<file path="src/rtl/ram_arbiter_nch_if.sv">
// Client request/ack bus and RAM read/write ports of the N-client RAM arbiter.
interface ram_arbiter_nch_if #(
    parameter int G_ADDR_WIDTH  = 4,
    parameter int G_DATA_WIDTH  = 8,
    parameter int G_NUM_CLIENTS = 4
);
    localparam int AW = G_ADDR_WIDTH;
    localparam int DW = G_DATA_WIDTH;
    localparam int N  = G_NUM_CLIENTS;

    logic [N-1:0]    REQ;
    logic [N-1:0]    RD_NOT_WRITE;
    logic [N*AW-1:0] ADDR;
    logic [N*DW-1:0] WRDATA;
    logic [N-1:0]    ACK;
    logic [N-1:0]    RDVALID;
    logic [DW-1:0]   RDDATA;
    logic            RD_EN;
    logic [AW-1:0]   RD_ADDR;
    logic [DW-1:0]   RD_DATA;
    logic            WR_EN;
    logic [AW-1:0]   WR_ADDR;
    logic [DW-1:0]   WR_DATA;

    modport master (
        output REQ, RD_NOT_WRITE, ADDR, WRDATA, RD_DATA,
        input  ACK, RDVALID, RDDATA,
        input  RD_EN, RD_ADDR, WR_EN, WR_ADDR, WR_DATA
    );

    modport slave (
        input  REQ, RD_NOT_WRITE, ADDR, WRDATA, RD_DATA,
        output ACK, RDVALID, RDDATA,
        output RD_EN, RD_ADDR, WR_EN, WR_ADDR, WR_DATA
    );
endinterface

</file>
<file path="src/rtl/ram_arbiter_nch.sv">
// N-client arbiter for a 1R/1W RAM: independent read/write arbiters,
// post-reset memory clear, write-to-read forwarding, optional data register.
module ram_arbiter_nch #(
    parameter int G_ADDR_WIDTH      = 4,
    parameter int G_DATA_WIDTH      = 8,
    parameter int G_NUM_CLIENTS     = 4,
    parameter int G_ROUND_ROBIN     = 1,
    parameter int G_REGISTERED_DATA = 0
) (
    input  logic             CLOCK,
    input  logic             RST,
    output logic             RST_DONE,
    ram_arbiter_nch_if.slave bus
);
    localparam int AW = G_ADDR_WIDTH;
    localparam int DW = G_DATA_WIDTH;
    localparam int N  = G_NUM_CLIENTS;
    localparam int PW = $clog2(N);

    typedef enum logic {S_INIT, S_RUN} state_t;

    state_t        state;
    state_t        state_nxt;
    logic [AW-1:0] clr_cnt;
    logic          run;

    logic [N-1:0]  ack_q;
    logic          rd_en_q;
    logic [AW-1:0] rd_addr_q;
    logic [PW-1:0] rd_idx_q;
    logic          wr_en_q;
    logic [AW-1:0] wr_addr_q;
    logic [DW-1:0] wr_data_q;
    logic [PW-1:0] rd_ptr;
    logic [PW-1:0] wr_ptr;

    logic [N-1:0]  rd_elig;
    logic [N-1:0]  wr_elig;
    logic [PW:0]   rd_pick;
    logic [PW:0]   wr_pick;
    logic          rd_go;
    logic          wr_go;
    logic [PW-1:0] rd_k;
    logic [PW-1:0] wr_k;

    logic          rv1;
    logic [PW-1:0] ridx1;
    logic          clash1;
    logic [DW-1:0] fwd1;
    logic [DW-1:0] rdata_sel;

    // First eligible index at or after start, wrapping modulo N.
    function automatic logic [PW:0] pick(
        input logic [N-1:0]  elig,
        input logic [PW-1:0] start
    );
        logic [PW:0] r;
        int          j;
        r = '0;
        for (int off = N - 1; off >= 0; off--) begin
            j = int'(start) + off;
            if (j >= N) j -= N;
            if (elig[j]) r = {1'b1, PW'(j)};
        end
        return r;
    endfunction

    function automatic logic [PW-1:0] nxt(input logic [PW-1:0] k);
        return (k == PW'(N - 1)) ? '0 : k + 1'b1;
    endfunction

    function automatic logic [N-1:0] onehot(input logic [PW-1:0] k);
        return {{(N-1){1'b0}}, 1'b1} << k;
    endfunction

    always_ff @(posedge CLOCK) begin
        if (RST) begin
            state   <= S_INIT;
            clr_cnt <= '0;
        end else begin
            state <= state_nxt;
            if (state == S_INIT) clr_cnt <= clr_cnt + 1'b1;
        end
    end

    always_comb begin
        state_nxt = state;
        unique case (state)
            S_INIT: if (&clr_cnt) state_nxt = S_RUN;
            S_RUN:  state_nxt = S_RUN;
        endcase
    end

    // The clear sequence owns the write port until RUN.
    always_comb begin
        run      = (state == S_RUN);
        RST_DONE = run;
        if (run) begin
            bus.WR_EN   = wr_en_q;
            bus.WR_ADDR = wr_addr_q;
            bus.WR_DATA = wr_data_q;
        end else begin
            bus.WR_EN   = 1'b1;
            bus.WR_ADDR = clr_cnt;
            bus.WR_DATA = '0;
        end
    end

    always_comb begin
        rd_elig = bus.REQ & bus.RD_NOT_WRITE
                & ~ack_q & {N{run}};
        wr_elig = bus.REQ & ~bus.RD_NOT_WRITE
                & ~ack_q & {N{run}};
        rd_pick = pick(rd_elig,
                       (G_ROUND_ROBIN != 0) ? rd_ptr : PW'(0));
        wr_pick = pick(wr_elig,
                       (G_ROUND_ROBIN != 0) ? wr_ptr : PW'(0));
        {rd_go, rd_k} = rd_pick;
        {wr_go, wr_k} = wr_pick;
    end

    always_ff @(posedge CLOCK) begin
        if (RST) begin
            ack_q     <= '0;
            rd_en_q   <= 1'b0;
            rd_addr_q <= '0;
            rd_idx_q  <= '0;
            wr_en_q   <= 1'b0;
            wr_addr_q <= '0;
            wr_data_q <= '0;
            rd_ptr    <= '0;
            wr_ptr    <= '0;
        end else begin
            ack_q     <= (rd_go ? onehot(rd_k) : '0)
                       | (wr_go ? onehot(wr_k) : '0);
            rd_en_q   <= rd_go;
            rd_addr_q <= rd_go ? bus.ADDR[rd_k*AW +: AW] : '0;
            rd_idx_q  <= rd_k;
            wr_en_q   <= wr_go;
            wr_addr_q <= wr_go ? bus.ADDR[wr_k*AW +: AW] : '0;
            wr_data_q <= wr_go ? bus.WRDATA[wr_k*DW +: DW] : '0;
            if (rd_go) rd_ptr <= nxt(rd_k);
            if (wr_go) wr_ptr <= nxt(wr_k);
        end
    end

    assign bus.ACK     = ack_q;
    assign bus.RD_EN   = rd_en_q;
    assign bus.RD_ADDR = rd_addr_q;

    // Clash is judged on the issued RAM commands, write-first.
    always_ff @(posedge CLOCK) begin
        if (RST) begin
            rv1    <= 1'b0;
            ridx1  <= '0;
            clash1 <= 1'b0;
            fwd1   <= '0;
        end else begin
            rv1    <= rd_en_q;
            ridx1  <= rd_idx_q;
            clash1 <= rd_en_q & bus.WR_EN
                    & (rd_addr_q == bus.WR_ADDR);
            fwd1   <= bus.WR_DATA;
        end
    end

    assign rdata_sel = clash1 ? fwd1 : bus.RD_DATA;

    if (G_REGISTERED_DATA != 0) begin : g_reg
        logic          rv2;
        logic [PW-1:0] ridx2;
        logic [DW-1:0] rdata2;

        always_ff @(posedge CLOCK) begin
            if (RST) begin
                rv2    <= 1'b0;
                ridx2  <= '0;
                rdata2 <= '0;
            end else begin
                rv2   <= rv1;
                ridx2 <= ridx1;
                if (rv1) rdata2 <= rdata_sel;
            end
        end

        assign bus.RDVALID = rv2 ? onehot(ridx2) : '0;
        assign bus.RDDATA  = rdata2;
    end else begin : g_comb
        logic [DW-1:0] hold;

        always_ff @(posedge CLOCK) begin
            if (RST) hold <= '0;
            else if (rv1) hold <= rdata_sel;
        end

        assign bus.RDVALID = rv1 ? onehot(ridx1) : '0;
        assign bus.RDDATA  = rv1 ? rdata_sel : hold;
    end
endmodule

</file>
<file path="src/flat_wrapper.sv">
// flat-port wrapper written by rule: the top's interface ports become plain ports
module ram_arbiter_nch_flat 
#(
    parameter int G_ADDR_WIDTH      = 4,
    parameter int G_DATA_WIDTH      = 8,
    parameter int G_NUM_CLIENTS     = 4,
    parameter int G_ROUND_ROBIN     = 1,
    parameter int G_REGISTERED_DATA = 0
)
  (CLOCK, RST, RST_DONE, bus_REQ, bus_RD_NOT_WRITE, bus_ADDR, bus_WRDATA, bus_RD_DATA, bus_ACK, bus_RDVALID, bus_RDDATA, bus_RD_EN, bus_RD_ADDR, bus_WR_EN, bus_WR_ADDR, bus_WR_DATA);
  ram_arbiter_nch_if #(.G_ADDR_WIDTH(G_ADDR_WIDTH), .G_DATA_WIDTH(G_DATA_WIDTH), .G_NUM_CLIENTS(G_NUM_CLIENTS)) bus_i ();
  input  logic CLOCK;
  input  logic RST;
  output logic RST_DONE;
  input wire logic [$bits(bus_i.REQ)-1:0] bus_REQ;
  input wire logic [$bits(bus_i.RD_NOT_WRITE)-1:0] bus_RD_NOT_WRITE;
  input wire logic [$bits(bus_i.ADDR)-1:0] bus_ADDR;
  input wire logic [$bits(bus_i.WRDATA)-1:0] bus_WRDATA;
  input wire logic [$bits(bus_i.RD_DATA)-1:0] bus_RD_DATA;
  output wire logic [$bits(bus_i.ACK)-1:0] bus_ACK;
  output wire logic [$bits(bus_i.RDVALID)-1:0] bus_RDVALID;
  output wire logic [$bits(bus_i.RDDATA)-1:0] bus_RDDATA;
  output wire logic [$bits(bus_i.RD_EN)-1:0] bus_RD_EN;
  output wire logic [$bits(bus_i.RD_ADDR)-1:0] bus_RD_ADDR;
  output wire logic [$bits(bus_i.WR_EN)-1:0] bus_WR_EN;
  output wire logic [$bits(bus_i.WR_ADDR)-1:0] bus_WR_ADDR;
  output wire logic [$bits(bus_i.WR_DATA)-1:0] bus_WR_DATA;
  assign bus_i.REQ = bus_REQ;
  assign bus_i.RD_NOT_WRITE = bus_RD_NOT_WRITE;
  assign bus_i.ADDR = bus_ADDR;
  assign bus_i.WRDATA = bus_WRDATA;
  assign bus_i.RD_DATA = bus_RD_DATA;
  assign bus_ACK = bus_i.ACK;
  assign bus_RDVALID = bus_i.RDVALID;
  assign bus_RDDATA = bus_i.RDDATA;
  assign bus_RD_EN = bus_i.RD_EN;
  assign bus_RD_ADDR = bus_i.RD_ADDR;
  assign bus_WR_EN = bus_i.WR_EN;
  assign bus_WR_ADDR = bus_i.WR_ADDR;
  assign bus_WR_DATA = bus_i.WR_DATA;
  ram_arbiter_nch #(.G_ADDR_WIDTH(G_ADDR_WIDTH), .G_DATA_WIDTH(G_DATA_WIDTH), .G_NUM_CLIENTS(G_NUM_CLIENTS), .G_ROUND_ROBIN(G_ROUND_ROBIN), .G_REGISTERED_DATA(G_REGISTERED_DATA)) u_core (.CLOCK(CLOCK), .RST(RST), .RST_DONE(RST_DONE), .bus(bus_i));
endmodule
</file>
<file path="config.mk">
export PLATFORM = sky130hd
export DESIGN_NAME = ram_arbiter_nch_flat
export DESIGN_NICKNAME = d
export VERILOG_FILES = /design/src/rtl/ram_arbiter_nch_if.sv /design/src/rtl/ram_arbiter_nch.sv /design/src/flat_wrapper.sv
export SDC_FILE = /design/constraint.sdc
export NUM_CORES = 1
export LEC_CHECK = 0
export ABC_CLOCK_PERIOD_IN_PS = 3250
export CAP_MARGIN = 20
export CORE_MARGIN = 1.5
export CORE_UTILIZATION = 30
export DETAILED_ROUTE_END_ITERATION = 7
export PLACE_DENSITY_LB_ADDON = 0.15
export REMOVE_ABC_BUFFERS = 1
export SLEW_MARGIN = 20
export SYNTH_ARGS = -nofsm -noshare
export SYNTH_HDL_FRONTEND = slang
export SYNTH_SLANG_ARGS = --single-unit
</file>
<file path="constraint.sdc">
create_clock -name CLOCK -period 3.25 [get_ports CLOCK]
set_input_delay 0.325 -clock CLOCK [delete_from_list [all_inputs] [get_ports CLOCK]]
set_output_delay 0.325 -clock CLOCK [all_outputs]
set_load 0.01 [all_outputs]
</file>
==> results of run 1 <==
## worst max-delay path, cell delays in order, from the launching register on
cell,delay [ns]
dfxtp_1,0.59
buf_4,0.31
mux2_2,0.39
clkdlybuf4s50_1,0.50
## registers in the layout, summed over array words and instances, names as in the netlist
name and cells:
u_core.clr_cnt 4, u_core.ridx1 2, u_core.wr_addr_q 4, u_core.wr_ptr 2, u_core.bus.RD_EN 1, u_core.wr_en_q 1
u_core.RST_DONE 1, u_core.rv1 1, u_core.g_comb.hold 8, u_core.fwd1 8, u_core.bus.RD_ADDR 4, u_core.bus.ACK 4
u_core.rd_idx_q 2, u_core.clash1 1, u_core.rd_ptr 2, u_core.wr_data_q 8
## stage by stage
| stage | worst slack, ns | instance area (um2) |
|---|---|---|
| 2_1_floorplan | 0.301 | 2570 |
| 3_3_place_gp | 0.669 | 3750 |
| 3_5_place_dp | 0.621 | 3750 |
| 4_1_cts | 0.836 | 3870 |
| 5_1_grt | 0.657 | 3870 |
| 6_report | 0.838 | 3870 |
## layer usage
layer  GRT usage, %  vias up  wire [um]  share of wire, %
met1           18.1      988       3150                48
li1               -     1137          -                 -
met2           22.6       56       3060                47
met3           2.73        7        257               3.9
met5              0        -          0                 0
met4           3.85        0         95               1.4
## cell usage after synthesis (2+ instances only)
cell type	number
clkbuf_1	7
nand2b_1	3
a21oi_1	11
mux2_2	4
ha_1	3
inv_1	7
o22ai_2	9
a22oi_1	2
and4bb_4	2
o22ai_1	8
a211oi_1	2
nand3_1	3
xor2_1	4
or3_1	2
and2_1	8
nor2b_1	25
buf_8	2
buf_4	4
nor2_1	20
and4bb_2	2
mux2i_1	43
nand2_1	6
dfxtp_1	53
and4b_1	2
inv_2	2
nand4b_1	4
## worst paths after layout
check / start / end
max: u_core.RST_DONE$_SDFF_PP0_ / bus_WR_ADDR[3]
min: u_core.rd_idx_q[1]$_SDFF_PP0_ / u_core.ridx1[1]$_SDFF_PP0_
max reg2reg: u_core.RST_DONE$_SDFF_PP0_ / u_core.wr_data_q[3]$_SDFF_PP0_
min reg2reg: u_core.rd_idx_q[1]$_SDFF_PP0_ / u_core.ridx1[1]$_SDFF_PP0_
## cell type report
cell class / count / area [um2]
fill: 888 / 4810
multi-input combinational: 187 / 1480
sequential: 53 / 1060
timing repair buffer: 105 / 1040
tap: 108 / 135
clock buffer: 7 / 86.3
inverter: 9 / 33.8
clock inverter: 1 / 30.0
## power by group through the flow
stage | Clock (mW) | Combinational, mW | Sequential, mW
after floorplan | 0 | 0.0334 | 0.670
after global placement | 0 | 0.133 | 0.671
after detailed placement | 0 | 0.134 | 0.671
after CTS | 0.475 | 0.135 | 0.655
after global routing | 0.499 | 0.144 | 0.656
final | 0.462 | 0.133 | 0.655
## cell families after synthesis
logic type	synth area share [%]
muxes	17.7
xor gates and xnor gates	1.63
AOI/OAI and AO/OA	13.6
and+or+nand+nor	20.5
buffers and inverters	5.64
adders and majority gates	1.40
DFF	39.5
==> results.md, run 1 <==
- Overflow left after global routing: 0
- Hold Buf Count CTS: 0
- Seq/Total Area, Yosys: 39.5%
- Switching power: 0.254 mW
- First-iteration detailed-routing DRC count: 37
- Post-synth ARST share: 0%
- Final Cycle Share: 74.2%
- Top FF cell, synth: dfxtp_1
- Pwr per Cell Area: 323 nW/um2
- Number of iterations in the first detailed-routing pass: 4
- Slew @ Worst Pin: 0.644 ns
- Number of synthesized flops with an enable pin: 0
- Distinct cell type count after synthesis: 52
- Final hold violation count: 0
- Largest net degree at the start of global routing: 25
- Net Sw Frac: 20.3%
- Die width: 97.6 um
- # rows: 34
- Setup repair after global routing missed its margin: no
- Vias in the first global route: 2137
- Pint: 0.997 mW
- Maxcap violations: 0
- Die height: 97.6 um
- WS Path Type: flip-flop to output pin
- CP max FO: 19
- Via Count: 2188
- Post-Synthesis Cells: 264
- Yosys warnings: 0
- Leading cell type in the layout, fill and taps excluded: clkdlybuf4s50_1
- Placed insts: 462
- TritonCTS clock tree: done
- Synth area leader: dfxtp_1
- Global-route wire length before repair: 10.6 mm
- Register bit count reported by yosys: 53
- R2r worst-path depth: 6
- Top-area cell type share of the netlist area: 39.5%
- Final Critical Period: 2.41 ns
- Clk pwr share: 37.0%
- Drt total wl: 6.56 mm
- IO Count: 101
- CTS buffer count: 5
- Core Util, Final: 44.6%
- Worst-case clock buffer depth: 2
- Starting Density: 31.0%
- Antenna violations before repair: 0
- Area delta synth->final: 44.0%
- Setup TNS: 0 ns
- Final setup viols: 0
- Tot GR Track Use: 13.7%
- HP Class: flip-flop to flip-flop
- Die ar.: 9530 um2
- Wire length per cell: 14.0 um
- Routed Antenna Nets: 0
- Root Buffer: clkbuf_8
- VDD IR max: 243 uV
- Total Nets Final: 430
- Final cell count without fillers: 470
- Vias per cell: 4.66
- Leakage Power: 1.69 nW
- Most frequent cells in the layout: clkdlybuf4s50_1, dfxtp_1, mux2i_1, nor2b_1, nor2_1
- Slew Viols, Final: 0
- Cts repair resizes: 0
- Crit end category: output pin
- CP Data Required Time: 2.92 ns
- Ant. Diodes: 0
- Top post-synthesis cells by area: dfxtp_1, mux2i_1, nor2b_1
- Post-CTS Setup Repair Bufs: 0
- Max Freq: 0.415 GHz
- GPL Wtd Cong: 0.763
- Syn avg cell area: 10.2 um2
- Reg clk slew, reported paths: 0.09 ns
- # H-tree levels: 2
- Worst Path Arrival: 2.09 ns
- Sequential share of power: 52.4%
- Worst hold margin: 0.442 ns
- Total Power: 1.25 mW
- Core Box Area: 8680 um2
- WHS Path Cells: 1
- Max transition margin: 56.8%
- PortBufs: 100
- Layout cells sized above 1: 9.94%
- CP Launch Type: flip-flop
- Synthesized cell area: 2690 um2
- Combinational power share: 10.7%
- # DRC: 0
- Worst skew pair latency: 0.30 ns
- Flop2flop setup slack: 0.85 ns
- Outcome: complete, no violations
- DP HPWL: 5.12 mm
- Setup Skew: 0.00338 ns
- Clk sinks: 53
(Power assumes the default switching activity.)
==> run 2: changes to the inputs <==
--- a/config.mk
+++ b/config.mk
@@ -5,7 +5,7 @@
 export SDC_FILE = /design/constraint.sdc
 export NUM_CORES = 1
 export LEC_CHECK = 0
-export ABC_CLOCK_PERIOD_IN_PS = 3250
+export ABC_CLOCK_PERIOD_IN_PS = 2200
 export CAP_MARGIN = 20
 export CORE_MARGIN = 1.5
 export CORE_UTILIZATION = 30
==> constraint.sdc (replaced) <==
create_clock -name CLOCK -period 2.2 [get_ports CLOCK]
set_input_delay 0.22 -clock CLOCK [delete_from_list [all_inputs] [get_ports CLOCK]]
set_output_delay 0.22 -clock CLOCK [all_outputs]
set_load 0.01 [all_outputs]
==> results.md, run 2 (same netlist as run 1, synthesis figures left out) <==
- CP Launch Type: flip-flop
- Setup TNS: 0 ns (unchanged)
- Reg clk slew, reported paths: 0.09 ns (about the same)
- CP delay by family, top: buffers and inverters
- Setup repair after global routing missed its margin: no
- Worst-path cell chain: buf_6 -> mux2_2 -> clkdlybuf4s50_1
- Core Util, Final: 45.7% (+1.1 points)
- Hold_sp: u_core.rd_idx_q[0]$_SDFF_PP0_
- WS Path Type: flip-flop to output pin
- CP Launch Point: u_core.RST_DONE$_SDFF_PP0_
- Layout fillers: 875 (-1.5%)
- Dpl ws: 0.0102 ns (-0.610 ns)
- Reg2reg start: u_core.RST_DONE$_SDFF_PP0_
- Overflow left after global routing: 0 (unchanged)
- VDD IR max: 229 uV (-5.6%)
- Worst Path Arrival: 1.89 ns (-0.20 ns)
- Wire length per cell: 14.2 um (+1.4%)
- Leakage Power: 1.74 nW (+3.3%)
- Post-CTS Setup Repair Bufs: 0 (unchanged)
- CP Data Required Time: 1.98 ns (-0.94 ns)
- HP Class: flip-flop to flip-flop
- Die ar.: 9530 um2 (unchanged)
- CTS buffer count: 5 (unchanged)
- Max transition margin: 77.2% (+20 points)
- Via Count: 2258 (+3.2%)
- Maxcap violations: 0 (unchanged)
- Critical Path Slowest Stage Cell: clkdlybuf4s50_1
- Core Box Area: 8680 um2 (unchanged)
- Most frequent cells in the layout: clkdlybuf4s50_1, dfxtp_1, mux2i_1, nor2b_1, nor2_1
- Final Cycle Share: 96.0%
- # H-tree levels: 2 (unchanged)
- DP HPWL: 5.25 mm (+2.5%)
- Max Freq: 0.473 GHz
- Area delta synth->final: 47.6%
- Starting Density: 31.0% (unchanged)
- Final setup viols: 0 (unchanged)
- Slew Viols, Final: 0 (unchanged)
- Hold Buf Count CTS: 0 (unchanged)
- Vias in the first global route: 2220 (+3.9%)
- Layout cells sized above 1: 12.2% (+2.3 points)
- Largest net degree at the start of global routing: 27 (+8.0%)
- Final hold violation count: 0 (unchanged)
- GPL Wtd Cong: 0.749 (-1.8%)
- Crit end category: output pin
- Final worst slack: 0.0874 ns (-0.750 ns)
- Vias per cell: 4.73 (+1.7%)
- Routed Antenna Nets: 0 (unchanged)
- Pwr per Cell Area: 468 nW/um2 (+45%)
- Ant. Diodes: 0 (unchanged)
- Drt total wl: 6.75 mm (+2.9%)
- CP max FO: 19 (unchanged)
- PortBufs: 100 (unchanged)
- Antenna violations before repair: 0 (unchanged)
- Clk sinks: 53 (unchanged)
- Die height: 97.6 um (unchanged)
- Final Critical Period: 2.11 ns
- First-iteration detailed-routing DRC count: 57 (+54%)
- Worst-case clock buffer depth: 2 (unchanged)
- Total Nets Final: 437 (+1.6%)
- Number of iterations in the first detailed-routing pass: 4 (unchanged)
- Tot GR Track Use: 14.1% (+0.43 points)
- Die width: 97.6 um (unchanged)
- Slew @ Worst Pin: 0.342 ns (-0.302 ns)
- Leading cell type in the layout, fill and taps excluded: clkdlybuf4s50_1
- Biggest regs: u_core.fwd1 x8, u_core.g_comb.hold x8, u_core.wr_data_q x8
- IO Count: 101 (unchanged)
- Global-route wire length before repair: 10.8 mm (+2.4%)
- Outcome: complete, no violations
- # rows: 34 (unchanged)
- Slowest stage delay, CP: 0.50 ns (-0.09 ns)
- TritonCTS clock tree: done
- # DRC: 0 (unchanged)
- CP Buf/Inv Count: 2 (unchanged)
- Setup Skew: 0.00652 ns (+0.00314 ns)
- Worst skew pair latency: 0.31 ns (about the same)
- Root Buffer: clkbuf_8
## run 2: cell count changes in the layout (fill, tap and decap cells not counted)
cell and change:
dfxtp_1 -2, dfxtp_2 +2, buf_4 +3, buf_12 +3
buf_6 +1
## run 2: area by class of cell
type,instances,area [um2],area share (%)
multi-input combinational,187,1480,37.4
timing repair buffer,112,1130,28.6
sequential,53,1060,26.8
tap,108,135,3.41
clock buffer,7,86.3,2.18
inverter,9,33.8,0.852
clock inverter,1,30.0,0.758
## run 2: repair_timing
action | 4_1_cts | 5_1_grt
pin swaps | 0 | 0
resized for setup | 1 | 2
endpoints found under the setup margin | 4 | 11
## run 2: metrics by stage
step	hold WS, ns	power, mW	instance area, um2	std cells
floorplan	0.285	1.04	2570	249
global placement	0.425	1.19	3840	469
detailed placement	0.424	1.19	3840	469
CTS	0.445	1.88	3960	477
global route	0.463	1.93	3960	477
finish	0.443	1.86	3960	477
## run 2: power by group
group / internal [mW] / leakage (nW) / switching, mW
sequential: 0.963 / 0.428 / 0.00507
clock: 0.371 / 0.0585 / 0.317
combinational: 0.139 / 1.25 / 0.0599
## run 2: per-layer routing
metal / global-route usage (%) / vias up / wire length (um)
li1: - / 1147 / -
met1: 18.3 / 1047 / 3200
met2: 23.8 / 57 / 3180
met3: 2.37 / 7 / 308
met4: 4.62 / 0 / 69
met5: 0 / - / 0
## run 2: path summary, 6_finish.rpt
path	to	slack (ns)	cells past startpoint
worst min register to register	u_core.ridx1[0]$_SDFF_PP0_	0.44	1
worst min-delay path	u_core.ridx1[0]$_SDFF_PP0_	0.44	1
worst max register to register	u_core.rd_ptr[1]$_SDFFE_PP0P_	0.24	6
worst max-delay path	bus_WR_ADDR[3]	0.09	3
==> run 3: changes to the inputs <==
--- a/config.mk
+++ b/config.mk
@@ -8,7 +8,7 @@
 export ABC_CLOCK_PERIOD_IN_PS = 2200
 export CAP_MARGIN = 20
 export CORE_MARGIN = 1.5
-export CORE_UTILIZATION = 30
+export CORE_UTILIZATION = 40
 export DETAILED_ROUTE_END_ITERATION = 7
 export PLACE_DENSITY_LB_ADDON = 0.15
 export REMOVE_ABC_BUFFERS = 1
==> results.md, run 3 (same netlist as run 1, synthesis figures left out) <==
- Outcome: finished with violations
- Violated checks: DRC
- First-iteration detailed-routing DRC count: 85 (+49%)
- Ant. Diodes: 0 (unchanged)
- # H-tree levels: 2 (unchanged)
- # DRC: 4 (+4)
- Combinational power share: 11.6% (+0.9 points)
- Setup repair after global routing missed its margin: no
- Total Nets Final: 438 (+0.23%)
- Crit end category: output pin
- Net Sw Frac: 22.5% (+2.0 points)
- Layout cells sized above 1: 12.7% (+0.51 points)
- HP Class: flip-flop to flip-flop
- Root Buffer: clkbuf_8
- Final setup viols: 0 (unchanged)
- Hold_sp: u_core.rd_idx_q[1]$_SDFF_PP0_
- Reg2reg start: u_core.bus.ACK[1]$_SDFF_PP0_
- GPL Wtd Cong: 0.783 (+4.5%)
- PortBufs: 100 (unchanged)
- WS Path Type: flip-flop to output pin
- R2r endpoint: u_core.wr_data_q[6]$_SDFF_PP0_
- CP Data Required Time: 1.98 ns (about the same)
- Biggest regs: u_core.fwd1 x8, u_core.g_comb.hold x8, u_core.wr_data_q x8
- Final Cycle Share: 94.0% (-2.0 points)
- Clk pwr share: 32.0% (-5.1 points)
- Final hold violation count: 0 (unchanged)
- Slew @ Worst Pin: 0.465 ns (+0.123 ns)
- Maxcap violations: 0 (unchanged)
- Largest net degree at the start of global routing: 26 (-3.7%)
- # rows: 29 (-15%)
- Die width: 85.0 um (-13%)
- Area delta synth->final: 44.4%
- CTS buffer count: 5 (unchanged)
- Leakage Power: 1.72 nW (-1.4%)
- Max Freq: 0.483 GHz (+2.1%)
- Die ar.: 7220 um2 (-24%)
- Worst Hold Path EP: u_core.ridx1[1]$_SDFF_PP0_
- Via Count: 2254 (-0.18%)
- Switching power: 0.386 mW (+1.2%)
- Antenna violations before repair: 0 (unchanged)
- WHS Path Cells: 1 (unchanged)
- CP max FO: 18 (-1)
- Overflow left after global routing: 0 (unchanged)
- Wire length per cell: 13.7 um (-3.2%)
- Leading cell type in the layout, fill and taps excluded: clkdlybuf4s50_1
- Most frequent cells in the layout: clkdlybuf4s50_1, dfxtp_1, mux2i_1, nor2b_1, nor2_1
- Pwr per Cell Area: 442 nW/um2 (-5.6%)
- Slew Viols, Final: 0 (unchanged)
- VDD IR max: 265 uV (+16%)
- Drt total wl: 6.12 mm (-9.3%)
- R2r worst-path depth: 6 (unchanged)
- Pint: 1.33 mW (-9.9%)
- TritonCTS clock tree: done
- Hold Buf Count CTS: 0 (unchanged)
- DP HPWL: 4.90 mm (-6.7%)
- Tot GR Track Use: 17.3% (+3.2 points)
- Final Cell Area: 3880 um2 (-2.1%)
- Worst-case clock buffer depth: 2 (unchanged)
- Sequential share of power: 56.4% (+4.2 points)
- Vias per cell: 5.04 (+6.5%)
- Reg clk slew, reported paths: 0.09 ns (about the same)
- Worst Path Arrival: 1.85 ns (-0.04 ns)
- Die height: 85.0 um (-13%)
- Setup TNS: 0 ns (unchanged)
- Placed cell area: 3780 um2 (-1.5%)
- Flop2flop setup slack: 0.25 ns (about the same)
- Worst skew pair latency: 0.30 ns (about the same)
- Vias in the first global route: 2071 (-6.7%)
- Starting Density: 41.8% (+11 points)
- IO Count: 101 (unchanged)
- Routed Antenna Nets: 0 (unchanged)
- CP Launch Type: flip-flop
- Post-CTS Setup Repair Bufs: 0 (unchanged)
- Max transition margin: 69.0% (-8.2 points)
- Clk sinks: 53 (unchanged)
- Core Util, Final: 60.4% (+15 points)
- Core Box Area: 6420 um2 (-26%)
- Setup Skew: 0.00757 ns (+0.00105 ns)
- Number of iterations in the first detailed-routing pass: 8 (+4)
- Final Critical Period: 2.07 ns (-0.0440 ns)
- Global-route wire length before repair: 9.95 mm (-7.9%)
run 3: cell count changes in the layout (fill, tap and decap cells not counted):
cell        previous run  this run
bufinv_16              1         0
buf_6                  1         0
inv_6                  0         1
clkinvlp_4             0         1
buf_4                  8        12
buf_12                 3         1
clkbuf_1               1         0
clkbuf_8               6         5
dfxtp_2                2         1
dfxtp_4                0         1
clkinv_2               0         1
run 3: worst max path at each step:
stage	from	end	slack (ns)
after floorplan	u_core.RST_DONE$_SDFF_PP0_	u_core.wr_ptr[1]$_SDFFE_PP0P_	-0.75
after global placement	bus_RD_NOT_WRITE[1]	u_core.wr_data_q[6]$_SDFF_PP0_	0.005
after detailed placement	bus_RD_NOT_WRITE[1]	u_core.wr_data_q[6]$_SDFF_PP0_	-0.02
after CTS	u_core.rv1$_SDFF_PP0_	bus_RDDATA[4]	0.05
after global routing	u_core.clash1$_SDFF_PP0_	bus_RDDATA[3]	0.03
final	u_core.RST_DONE$_SDFF_PP0_	bus_WR_ADDR[3]	0.13
run 3: per-stage QoR:
stage / worst slack (ns) / hold WS (ns) / power [mW] / std cells
6_report: 0.131 / 0.445 / 1.71 / 447
4_1_cts: 0.0521 / 0.449 / 1.73 / 447
3_5_place_dp: -0.0237 / 0.425 / 1.19 / 439
2_1_floorplan: -0.749 / 0.285 / 1.04 / 249
5_1_grt: 0.0267 / 0.469 / 1.78 / 447
3_3_place_gp: 0.00470 / 0.419 / 1.19 / 439
run 3: power groups by stage:
| stage | clock network, mW | registers, mW | logic [mW] |
|---|---|---|---|
| 3_3_place_gp | 0 | 0.991 | 0.197 |
| 4_1_cts | 0.563 | 0.968 | 0.200 |
| 5_1_grt | 0.598 | 0.968 | 0.217 |
| 2_1_floorplan | 0 | 0.989 | 0.0493 |
| 6_report | 0.548 | 0.967 | 0.199 |
| 3_5_place_dp | 0 | 0.991 | 0.200 |
run 3: routing by layer:
layer / global-route usage, % / vias up / routed length, um
met5: 0 / - / 0
met3: 3.21 / 7 / 286
met4: 5.37 / 0 / 71
li1: - / 1149 / -
met2: 27.6 / 71 / 2890
met1: 23.8 / 1027 / 2880
run 3: critical path: stages, from the launching register on:
cell	delay [ns]
dfxtp_4	0.43
buf_4	0.23
mux2_2	0.37
clkdlybuf4s50_1	0.51
run 3: what timing repair did:
action                                  4_1_cts  5_1_grt
resized for setup                             1        2
pin swaps                                     0        0
endpoints found under the setup margin        3       10
run 3: area by class of cell:
cell class | instances | area [um2]
clock inverter | 3 | 21.3
inverter | 9 | 33.8
sequential | 53 | 1070
multi-input combinational | 187 | 1480
clock buffer | 5 | 68.8
fill | 568 | 2540
timing repair buffer | 113 | 1110
tap | 77 | 96.3
